## config.mk

```make
export PLATFORM = sky130hd
export DESIGN_NAME = id_ex_operand_stage
export DESIGN_NICKNAME = d
export VERILOG_FILES = /design/src/rtl/id_ex_operand_stage.sv
export SDC_FILE = /design/constraint.sdc
export NUM_CORES = 1
export LEC_CHECK = 0
export ABC_AREA = 0
export ABC_CLOCK_PERIOD_IN_PS = 800
export BUFFER_PORTS_ARGS = -buffer_cell sky130_fd_sc_hd__buf_2
export CORE_UTILIZATION = 35
export DETAILED_ROUTE_END_ITERATION = 8
export GPL_TIMING_DRIVEN = 0
export PLACE_DENSITY = 0.79
export SLEW_MARGIN = 20
export SYNTH_ARGS = -nofsm -noshare
export SYNTH_HDL_FRONTEND = slang
export SYNTH_SLANG_ARGS = --single-unit
```

## constraint.sdc

```tcl
create_clock -name clk -period 0.8 [get_ports clk]
set_input_delay 0.04 -clock clk [delete_from_list [all_inputs] [get_ports clk]]
set_output_delay 0.04 -clock clk [all_outputs]
set_load 0.01 [all_outputs]
```

## src/rtl/id_ex_operand_stage.sv

```systemverilog
// id_ex_operand_stage: ID/EX pipeline register feeding the ALU.
// Latches decoded operands, extends the immediate, selects operand b and
// resolves RAW hazards by forwarding from EX and WB.
// Build option: define FORWARDING_EN to include the forwarding muxes;
// without it the register file read data is used unchanged.
module id_ex_operand_stage #(
  parameter int unsigned XLEN       = 32,
  parameter int unsigned REG_ADDR_W = 5,
  parameter int unsigned IMM_W      = 12
) (
  input  logic                  clk,
  input  logic                  reset,
  input  logic                  stall,
  input  logic                  flush,
  input  logic                  id_valid,
  input  logic [2:0]            id_alu_control,
  input  logic [REG_ADDR_W-1:0] id_rs1,
  input  logic [REG_ADDR_W-1:0] id_rs2,
  input  logic [REG_ADDR_W-1:0] id_rd,
  input  logic [XLEN-1:0]       id_rs1_data,
  input  logic [XLEN-1:0]       id_rs2_data,
  input  logic [IMM_W-1:0]      id_imm,
  input  logic                  id_use_imm,
  input  logic                  id_reg_write,
  input  logic                  id_branch,
  input  logic [XLEN-1:0]       ex_result,
  input  logic [REG_ADDR_W-1:0] wb_rd,
  input  logic                  wb_we,
  input  logic [XLEN-1:0]       wb_data,
  output logic [XLEN-1:0]       a,
  output logic [XLEN-1:0]       b,
  output logic [2:0]            alu_control,
  output logic [REG_ADDR_W-1:0] ex_rd,
  output logic                  ex_reg_write,
  output logic                  ex_branch,
  output logic                  ex_valid
);

  localparam logic [2:0] ALU_SLL = 3'b011;

  logic [XLEN-1:0] fwd_a;
  logic [XLEN-1:0] fwd_b;
  logic [XLEN-1:0] b_sel;

`ifdef FORWARDING_EN
  logic ex_fwd_ok;
  logic wb_fwd_ok;

  // Forwarding sources are only live when they write a non-zero register
  assign ex_fwd_ok = ex_valid && ex_reg_write && (ex_rd != '0);
  assign wb_fwd_ok = wb_we && (wb_rd != '0);

  // Operand forwarding: EX has priority over WB, otherwise register file
  always_comb begin
    fwd_a = id_rs1_data;
    fwd_b = id_rs2_data;
    if (ex_fwd_ok && (ex_rd == id_rs1)) begin
      fwd_a = ex_result;
    end else if (wb_fwd_ok && (wb_rd == id_rs1)) begin
      fwd_a = wb_data;
    end
    if (ex_fwd_ok && (ex_rd == id_rs2)) begin
      fwd_b = ex_result;
    end else if (wb_fwd_ok && (wb_rd == id_rs2)) begin
      fwd_b = wb_data;
    end
  end
`else
  logic unused_fwd_inputs;

  // Forwarding inputs stay on the port list but carry no function here
  assign unused_fwd_inputs = ^{ex_result, wb_rd, wb_we, wb_data};

  // Operands come straight from the register file
  always_comb begin
    fwd_a = id_rs1_data;
    fwd_b = id_rs2_data;
  end
`endif

  // Operand b select: register, zero-extended shift amount, or sign-extended immediate
  always_comb begin
    b_sel = fwd_b;
    if (id_use_imm) begin
      if (id_alu_control == ALU_SLL) begin
        b_sel = XLEN'(id_imm[4:0]);
      end else begin
        b_sel = XLEN'($signed(id_imm));
      end
    end
  end

  // Stage register: reset > flush > stall > load (invalid decode loads a bubble)
  always_ff @(posedge clk) begin
    if (reset || flush || (!stall && !id_valid)) begin
      a            <= '0;
      b            <= '0;
      alu_control  <= '0;
      ex_rd        <= '0;
      ex_reg_write <= 1'b0;
      ex_branch    <= 1'b0;
      ex_valid     <= 1'b0;
    end else if (!stall) begin
      a            <= fwd_a;
      b            <= b_sel;
      alu_control  <= id_alu_control;
      ex_rd        <= id_rd;
      ex_reg_write <= id_reg_write;
      ex_branch    <= id_branch;
      ex_valid     <= 1'b1;
    end
  end

endmodule

```

Word level (Yosys, flattened, before mapping)
Index checks and enable logic that the tools add are counted.
{"block": "word_totals", "reg_bits": 75, "input_bits": 172, "elab_cells": 15}
{"block": "classes", "n_eq_ne": 1, "mux": 2, "n_reduce_logical": 5}
{"op": "32-bit 2-to-1 mux", "count": 2}
{"op": "3-bit by 2-bit equality test with 1-bit output (second input constant)", "count": 1}
{"op": "1-bit zero test", "count": 2}
{"op": "1-bit logical OR", "count": 2}
{"op": "1-bit logical AND", "count": 1}

Logic depth before layout (Yosys ltp)
Gate-level depths: netlist (run 1).
{"block": "logic_depth", "depth_word": 3, "ltp_mapped": 5, "ltp_nobuf": 3}

Worst setup path before layout (run 1)
Ideal clock, no wire load.
{"block": "synth_timing", "kind": "input port to flip-flop", "startpoint": "input id_alu_control[2]", "endpoint": "register b[29]", "arrival_time_ps": 673, "required_time_ps": 663, "setup_slack_ps": -9, "path_stages": 4, "path_buffers": 1, "path_cell_list": "nand3b_4 > a31oi_4 > buf_6 > a221oi_2"}
{"block": "synth_between", "elab_chain_cells": 3}
{"element": "start, declared", "line_no": "16", "text": "input logic [2:0] id_alu_control,"}
{"element": "3-bit by 2-bit equality test with 1-bit output", "line_no": "85", "text": "if (id_alu_control == ALU_SLL) begin"}
{"element": "32-bit 2-to-1 mux", "line_no": "85"}
{"element": "32-bit 2-to-1 mux", "line_no": "84", "text": "if (id_use_imm) begin"}
{"element": "end signal, assigned", "line_no": "105", "text": "b <= b_sel;"}
{"element": "end, declared", "line_no": "31", "text": "output logic [XLEN-1:0] b,"}
Every way passes these cells.
A chain may end at the register's enable or synchronous reset.

Final worst setup path (run 1)
{"block": "layout_timing", "startpoint": "register a[4]", "endpoint": "output a[4]"}
{"element": "start, declared", "line_no": "30", "text": "output logic [XLEN-1:0] a,"}
{"element": "start signal, assigned", "line_no": "104", "text": "a <= fwd_a;"}
No word-level cell between the ends.

==> summary.txt, run 1 <==
Logic synthesis
  – Synthesis-stage register bit count: 75
  – Synth warn: 0
  – Ys flop type: dfxtp_1
  – Register area share after synthesis: 48.7%
  – Synthesized area: slightly above 3000 um^2
  – Synth top area share: 48.7%
  – Mean area per synthesized cell: between 10 and 15 um^2
  – Synth top cells by count: 75 x dfxtp_1, 48 x nor2_1, 47 x mux2i_1
  – Post-Synthesis Cells: 290
  – Synth unique cells: 21
  – Post-synth EDFFs: 0
  – Area contributors post-synth: dfxtp_1 49%, mux2i_1 15%, a221oi_2 12%, nor2_1 5.8%, inv_1 3.4%
  – Syn_nets: 462
  – Leading area contributor after synthesis: dfxtp_1
  – Ys async rst share: 0%
  – Most numerous cell in the Yosys netlist: dfxtp_1

Die
  – Die width: 95.9 um
  – Site Rows: 33
  – CORE AREA: roughly 8400 um^2
  – Top-level port count: about 250
  – Initial core utilization: a little under two fifths
  – DIE AREA: ~9200 um^2
  – Die Height: 95.9 um

Detailed routing
  – DRT Pass-1 Iters: 4
  – Wl on met1: just under 4000 um
  – Drt drc: 0
  – Max Used Layer: met4
  – WL final: between 10000 and 15000 um
  – Wire per inst: 16.6 um
  – Met2 WL: about 6000 um
  – Via count: roughly 3200
  – Routed Antenna Nets: 0
  – Initial drt markers: 64
  – Vias/cell: between 4 and 5
  – Met3 Wirelength: 571 um

Final layout
  – NumNets Final: 719
  – Post-route cell area: 5610 um^2
  – Area Overhead vs Synth: 82.1%
  – FF/Latch Area: between 1500 and 2000 um^2
  – Area of the multi-input gates: 1320 um^2
  – Share of cells above drive strength 1: about three fifths
  – FILL cells: 634

STA
  – Final setup TNS: -2.21 ns
  – RSZ-0062 raised after global routing: yes
  – Post-route clock period utilization: 106%
  – Final min period: 0.850 ns
  – Tightest Pin Transition: ~0.45 ns
  – Final WS setup: -0.0500 ns
  – Relative slew slack: 69.7%
  – Clock skew: 0 ns
  – Final hold vios: 0
  – Fmax achieved: 1180 MHz
  – Final Max Slew Viols: 0
  – Count of final setup violators: 77

Hold path
  – Hold/Removal Path Class: in -> reg

Setup path
  – Worst-path maximum fanout: 2
  – Setup Crit Path Kind: reg -> out
  – CP delay by family, top: flip-flops
  – Data arrival, critical path: 0.81 ns
  – Crit-path cells: buf_6
  – Critical path data required time: 0.76 ns
  – Crit-path max cell delay: 0.36 ns
  – Critical path's slowest cell: dfxtp_2
  – Worst setup EP type: output port
  – CP Launch Type: flop
  – Worst path bufs/invs: 1

CTS
  – CTS Buffer Depth: 2
  – Root buffer cell: clkbuf_8
  – Num CTS Buffers: 9
  – CTS sink cnt: 75
  – CTS clk-pin slew, worst paths: 0.08 ns
  – H-tree level count: 3
  – Clock latency on the worst-skew pair: around 0.34 ns
  – CTS tree: done

Power and ir drop
  – Pwr dens: 1550 nW/um^2
  – VDD IR max: about 1.1 mV
  – Power, Total: a little under 9 mW
  – Leak pwr: 2.57 nW

Outcome
  – Outcome: complete, but fails checks
  – Failing checks: setup timing

Global routing
  – Vias in the first global route: between 3000 and 4000
  – Number of antenna violations at the first check in global routing: 0
  – GRT Total Usage: 23.8%
  – GRT Residual Overflow: 0
  – Largest net degree at the start of global routing: 13
  – First-pass GRT wire length: ~16000 um

Run
  – Maxcap violations: 0

Place
  – HPWL Detailed: 5980 um
  – IO buf count: 166
  – Routability cong.: just over 0.7
  – Post-place instance area: 4050 um^2
path summary, 6_finish.rpt:
| kind | startpoint | endpoint | slack, ns | depth (start not counted) |
|---|---|---|---|---|
| min reg2reg | ex_valid | ex_valid | 0.47 | 2 |
| min | id_rs2_data[2] | b[2] | 0.05 | 4 |
| max | a[4] | a[4] | -0.05 | 1 |
| max reg2reg | ex_rd[4] | ex_rd[4] | -0.01 | 3 |
stage by stage:
stage / hold slack [ns] / utilization, % / instances / setup slack [ns]
final: 0.0542 / 67.0 / 657 / -0.0500
after detailed placement: 0.281 / 48.3 / 561 / -0.337
after floorplan: 0.184 / - / 290 / 0.0245
after global routing: 0.0529 / 66.9 / 656 / -0.0865
after CTS: 0.0414 / 66.2 / 651 / -0.0519
after global placement: 0.271 / 48.3 / 561 / -0.318
routing by layer:
layer	vias to the layer above	global-route usage (%)
met5	-	0
li1	1493	-
met3	32	6.87
met2	126	46.8
met1	1513	21.5
met4	0	12.9
layout make-up:
cell class              count  share of cell area, %
multi-input cells         164                   23.5
inverters                  29                   1.94
repair buffers            246                   37.0
well taps                 105                   2.34
plain buffers              22                   3.01
clock buffers              11                   2.34
diodes                      1                 0.0446
clock inverters             4                   1.36
flip-flops and latches     75                   28.4
sequential cells by signal (all words and copies together) (netlist names):
| name | cells |
|---|---|
| a | 32 |
| alu_control | 3 |
| ex_rd | 5 |
| ex_valid | 1 |
| ex_branch | 1 |
| ex_reg_write | 1 |
| b | 32 |
cells by family (layout without fill, tap and decap cells):
group | Yosys count | in the layout | synth area share [%]
buffers and inverters | 51 | 312 | 9.01
AOI/OAI and AO/OA | 36 | 36 | 14.7
DFF | 75 | 75 | 48.7
and+or+nand+nor | 76 | 76 | 10.1
other | 0 | 1 | 0
muxes | 52 | 52 | 17.5
power breakdown:
part | internal (mW) | switching [mW]
registers | 3.87 | 0.0908
clock network | 1.75 | 1.43
logic | 0.898 | 0.673
cells in the final DEF (no fill, tap or decap), types with 2 or more instances in the layout:
| cell type | instances |
|---|---|
| nand2_1 | 20 |
| mux2i_2 | 2 |
| dfxtp_2 | 75 |
| clkbuf_8 | 9 |
| buf_6 | 80 |
| buf_2 | 97 |
| bufinv_16 | 2 |
| a221oi_2 | 26 |
| mux2_2 | 2 |
| a21oi_1 | 7 |
| buf_4 | 20 |
| mux2i_1 | 45 |
| mux2_4 | 3 |
| nand3_1 | 6 |
| clkbuf_1 | 3 |
| nor2_1 | 48 |
| inv_1 | 28 |
| dlygate4sd3_1 | 69 |
repair_timing:
action,CTS,global route
resized for setup,150,5
endpoints found under the setup margin,75,117
hold buffers,69,0
endpoints found under the hold margin,69,0
setup buffers,6,5
pin swaps,0,2
No activity file was read; power rests on OpenSTA's default activity.
==> run 2: changes to the inputs <==
==> constraint.sdc (replaced) <==
create_clock -name clk -period 0.8 [get_ports clk]
set_input_delay 0.08 -clock clk [delete_from_list [all_inputs] [get_ports clk]]
set_output_delay 0.08 -clock clk [all_outputs]
set_load 0.01 [all_outputs]
==> run 2 against run 1 <==
Effect of this change:
- global-route usage shrank 2.7 points
- cell count shrank 3.0%
- combinational power decreased by 6%
- hold slack lost 0.035 ns
- critical endpoint is now a[20]
- design area down 2.9%
- clock power is 4% higher
- the flow still finishes with violations (setup timing)
- first-iteration DRC count decreased by 38%
- worst setup slack lost 0.031 ns
- wire length shrank 9.9%
- largest power group unchanged
- critical path depth did not move
- sequential cell count is the same
==> summary.txt, run 2 (synthesized netlist as in run 1, its figures left out) <==
STA
  – Count of final setup violators: 76 (-1.3%)
  – Final WS setup: -0.0815 ns (-0.0315 ns)
  – Final hold vios: 0 (unchanged)
  – Final Max Slew Viols: 0 (unchanged)
  – Final min period: 0.881 ns (+0.0315 ns)
  – RSZ-0062 raised after global routing: yes
  – Final setup TNS: -4.45 ns (-2.23 ns)
  – Clock skew: 0 ns (unchanged)
  – Tightest Pin Transition: 0.294 ns (-0.160 ns)
  – Hold slack: 0.0192 ns (-0.0350 ns)
  – Fmax achieved: 1130 MHz (-3.6%)
  – Post-route clock period utilization: 110% (+3.9 points)
  – Relative slew slack: 80.4% (+11 points)

Die
  – DIE AREA: 9190 um^2 (unchanged)
  – Die width: 95.9 um (unchanged)
  – Site Rows: 33 (unchanged)
  – Die Height: 95.9 um (unchanged)
  – Top-level port count: 247 (unchanged)
  – CORE AREA: 8380 um^2 (unchanged)
  – Initial core utilization: 36.8% (unchanged)

Setup path
  – Crit-path cells: buf_6
  – Crit-path max cell delay: 0.36 ns (about the same)
  – Data arrival, critical path: 0.80 ns (about the same)
  – CP delay by family, top: flip-flops
  – Worst-path maximum fanout: 2 (unchanged)
  – CP Launch Type: flop
  – Worst path bufs/invs: 1 (unchanged)
  – Critical path data required time: 0.72 ns (-0.04 ns)
  – Worst setup EP type: output port
  – Critical path's slowest cell: dfxtp_2
  – Setup Crit Path Kind: reg -> out

Run
  – Maxcap violations: 0 (unchanged)

Hold path
  – Hold/Removal Path Class: in -> reg

CTS
  – Root buffer cell: clkbuf_8
  – CTS Buffer Depth: 2 (unchanged)
  – Num CTS Buffers: 9 (unchanged)
  – Clock latency on the worst-skew pair: 0.33 ns (about the same)
  – CTS tree: done
  – H-tree level count: 3 (unchanged)
  – CTS sink cnt: 75 (unchanged)
  – CTS clk-pin slew, worst paths: 0.08 ns (about the same)

Detailed routing
  – Initial drt markers: 40 (-38%)
  – Routed Antenna Nets: 0 (unchanged)
  – Drt drc: 0 (unchanged)
  – Via count: 3000 (-5.2%)
  – DRT Pass-1 Iters: 4 (unchanged)
  – Vias/cell: 4.71 (-2.2%)
  – Wire per inst: 15.4 um (-7.1%)
  – WL final: 9830 um (-9.9%)

Power and ir drop
  – Register share of total power: 45.3% (-0.2 points)
  – Comb power frac: 16.9% (-1.1 points)
  – VDD IR max: 0.912 mV (-17%)
  – Leak pwr: 2.50 nW (-2.6%)
  – Internal power: 6.64 mW (+1.9%)
  – Net Switching: 2.11 mW (-4.0%)
  – Pwr dens: 1610 nW/um^2 (+3.4%)
  – Clock Power Share: 37.8% (+1.3 points)
  – Net Sw Frac: 24.1% (-1.1 points)
  – Power, Total: 8.75 mW (+0.37%)

Outcome
  – Outcome: complete, but fails checks
  – Failing checks: setup timing

Final layout
  – Area Overhead vs Synth: 76.7%
  – Final cell count without fillers: 637 (-3.0%)
  – Fin util: 65.0% (-2.0 points)
  – Share of cells above drive strength 1: 60.0% (+1.3 points)
  – Antenna diodes: 0 (-1)
  – Top Registers: a x32, b x32, ex_rd x5
  – NumNets Final: 699 (-2.8%)
  – Most common cell after layout, fill and taps aside: buf_2
  – Post-route cell area: 5450 um^2 (-2.9%)
  – Most frequent cells in the layout: 97 x buf_2, 83 x buf_6, 75 x dfxtp_2

Place
  – HPWL Detailed: 5990 um (about the same)
  – IO buf count: 166 (unchanged)
  – Post-place instance area: 4050 um^2 (about the same)
  – Pre-CTS setup slack: -0.387 ns (-0.0506 ns)
  – Routability cong.: 0.736 (+3.9%)
  – Post-placement cell count: 561 (unchanged)

Global routing
  – Number of antenna violations at the first check in global routing: 0 (unchanged)
  – First-pass GRT wire length: 14600 um (-9.9%)
  – Largest net degree at the start of global routing: 13 (unchanged)
  – GRT Residual Overflow: 0 (unchanged)
  – Vias in the first global route: 3122 (-10%)
  – GRT Total Usage: 21.1% (-2.7 points)
-- run 2: changes by cell type in the layout (fill, tap and decap cells not counted), sizes merged --
| cell | before | now |
|---|---|---|
| dlygate4sd3 | 69 | 54 |
| diode | 1 | 0 |
| buf | 198 | 193 |
| clkbuf | 12 | 13 |
-- run 2: path summary, 6_finish.rpt --
path	start	slack, ns	endpoint	depth (start not counted)
worst max-delay path	a[20]	-0.08	a[20]	1
worst min register to register	ex_valid	0.46	ex_valid	2
worst max register to register	b[20]	-0.03	b[20]	3
worst min-delay path	id_rs2_data[22]	0.02	b[22]	3
-- run 2: power by group through the flow --
stage | sequential, mW | clock, mW | combinational (mW)
final | 3.96 | 3.31 | 1.48
after global routing | 3.97 | 3.56 | 1.60
after CTS | 3.95 | 3.38 | 1.45
after detailed placement | 3.99 | 0 | 1.11
after global placement | 3.99 | 0 | 1.08
after floorplan | 4.05 | 0 | 0.585
-- run 2: final cells by class --
cell class	instances	area, um^2
inverter	29	109
sequential	75	1600
buffer	22	178
tap	105	131
fill	668	2930
clock inverter	4	72.6
clock buffer	12	155
multi-input combinational	164	1310
timing repair buffer	226	1890
-- run 2: per-layer routing --
layer / routed length [um] / track usage, %
met5: 0 / 0
met3: 592 / 5.85
met1: 3660 / 21.2
met2: 5270 / 40.3
met4: 301 / 8.83
-- run 2: timing repair --
action | in CTS | in global routing
buffers inserted | 4 | 2
gates resized for setup | 151 | 6
hold buffers | 54 | 0
hold endpoints to repair | 54 | 0
pin swaps | 0 | 3
setup endpoints to repair | 89 | 116
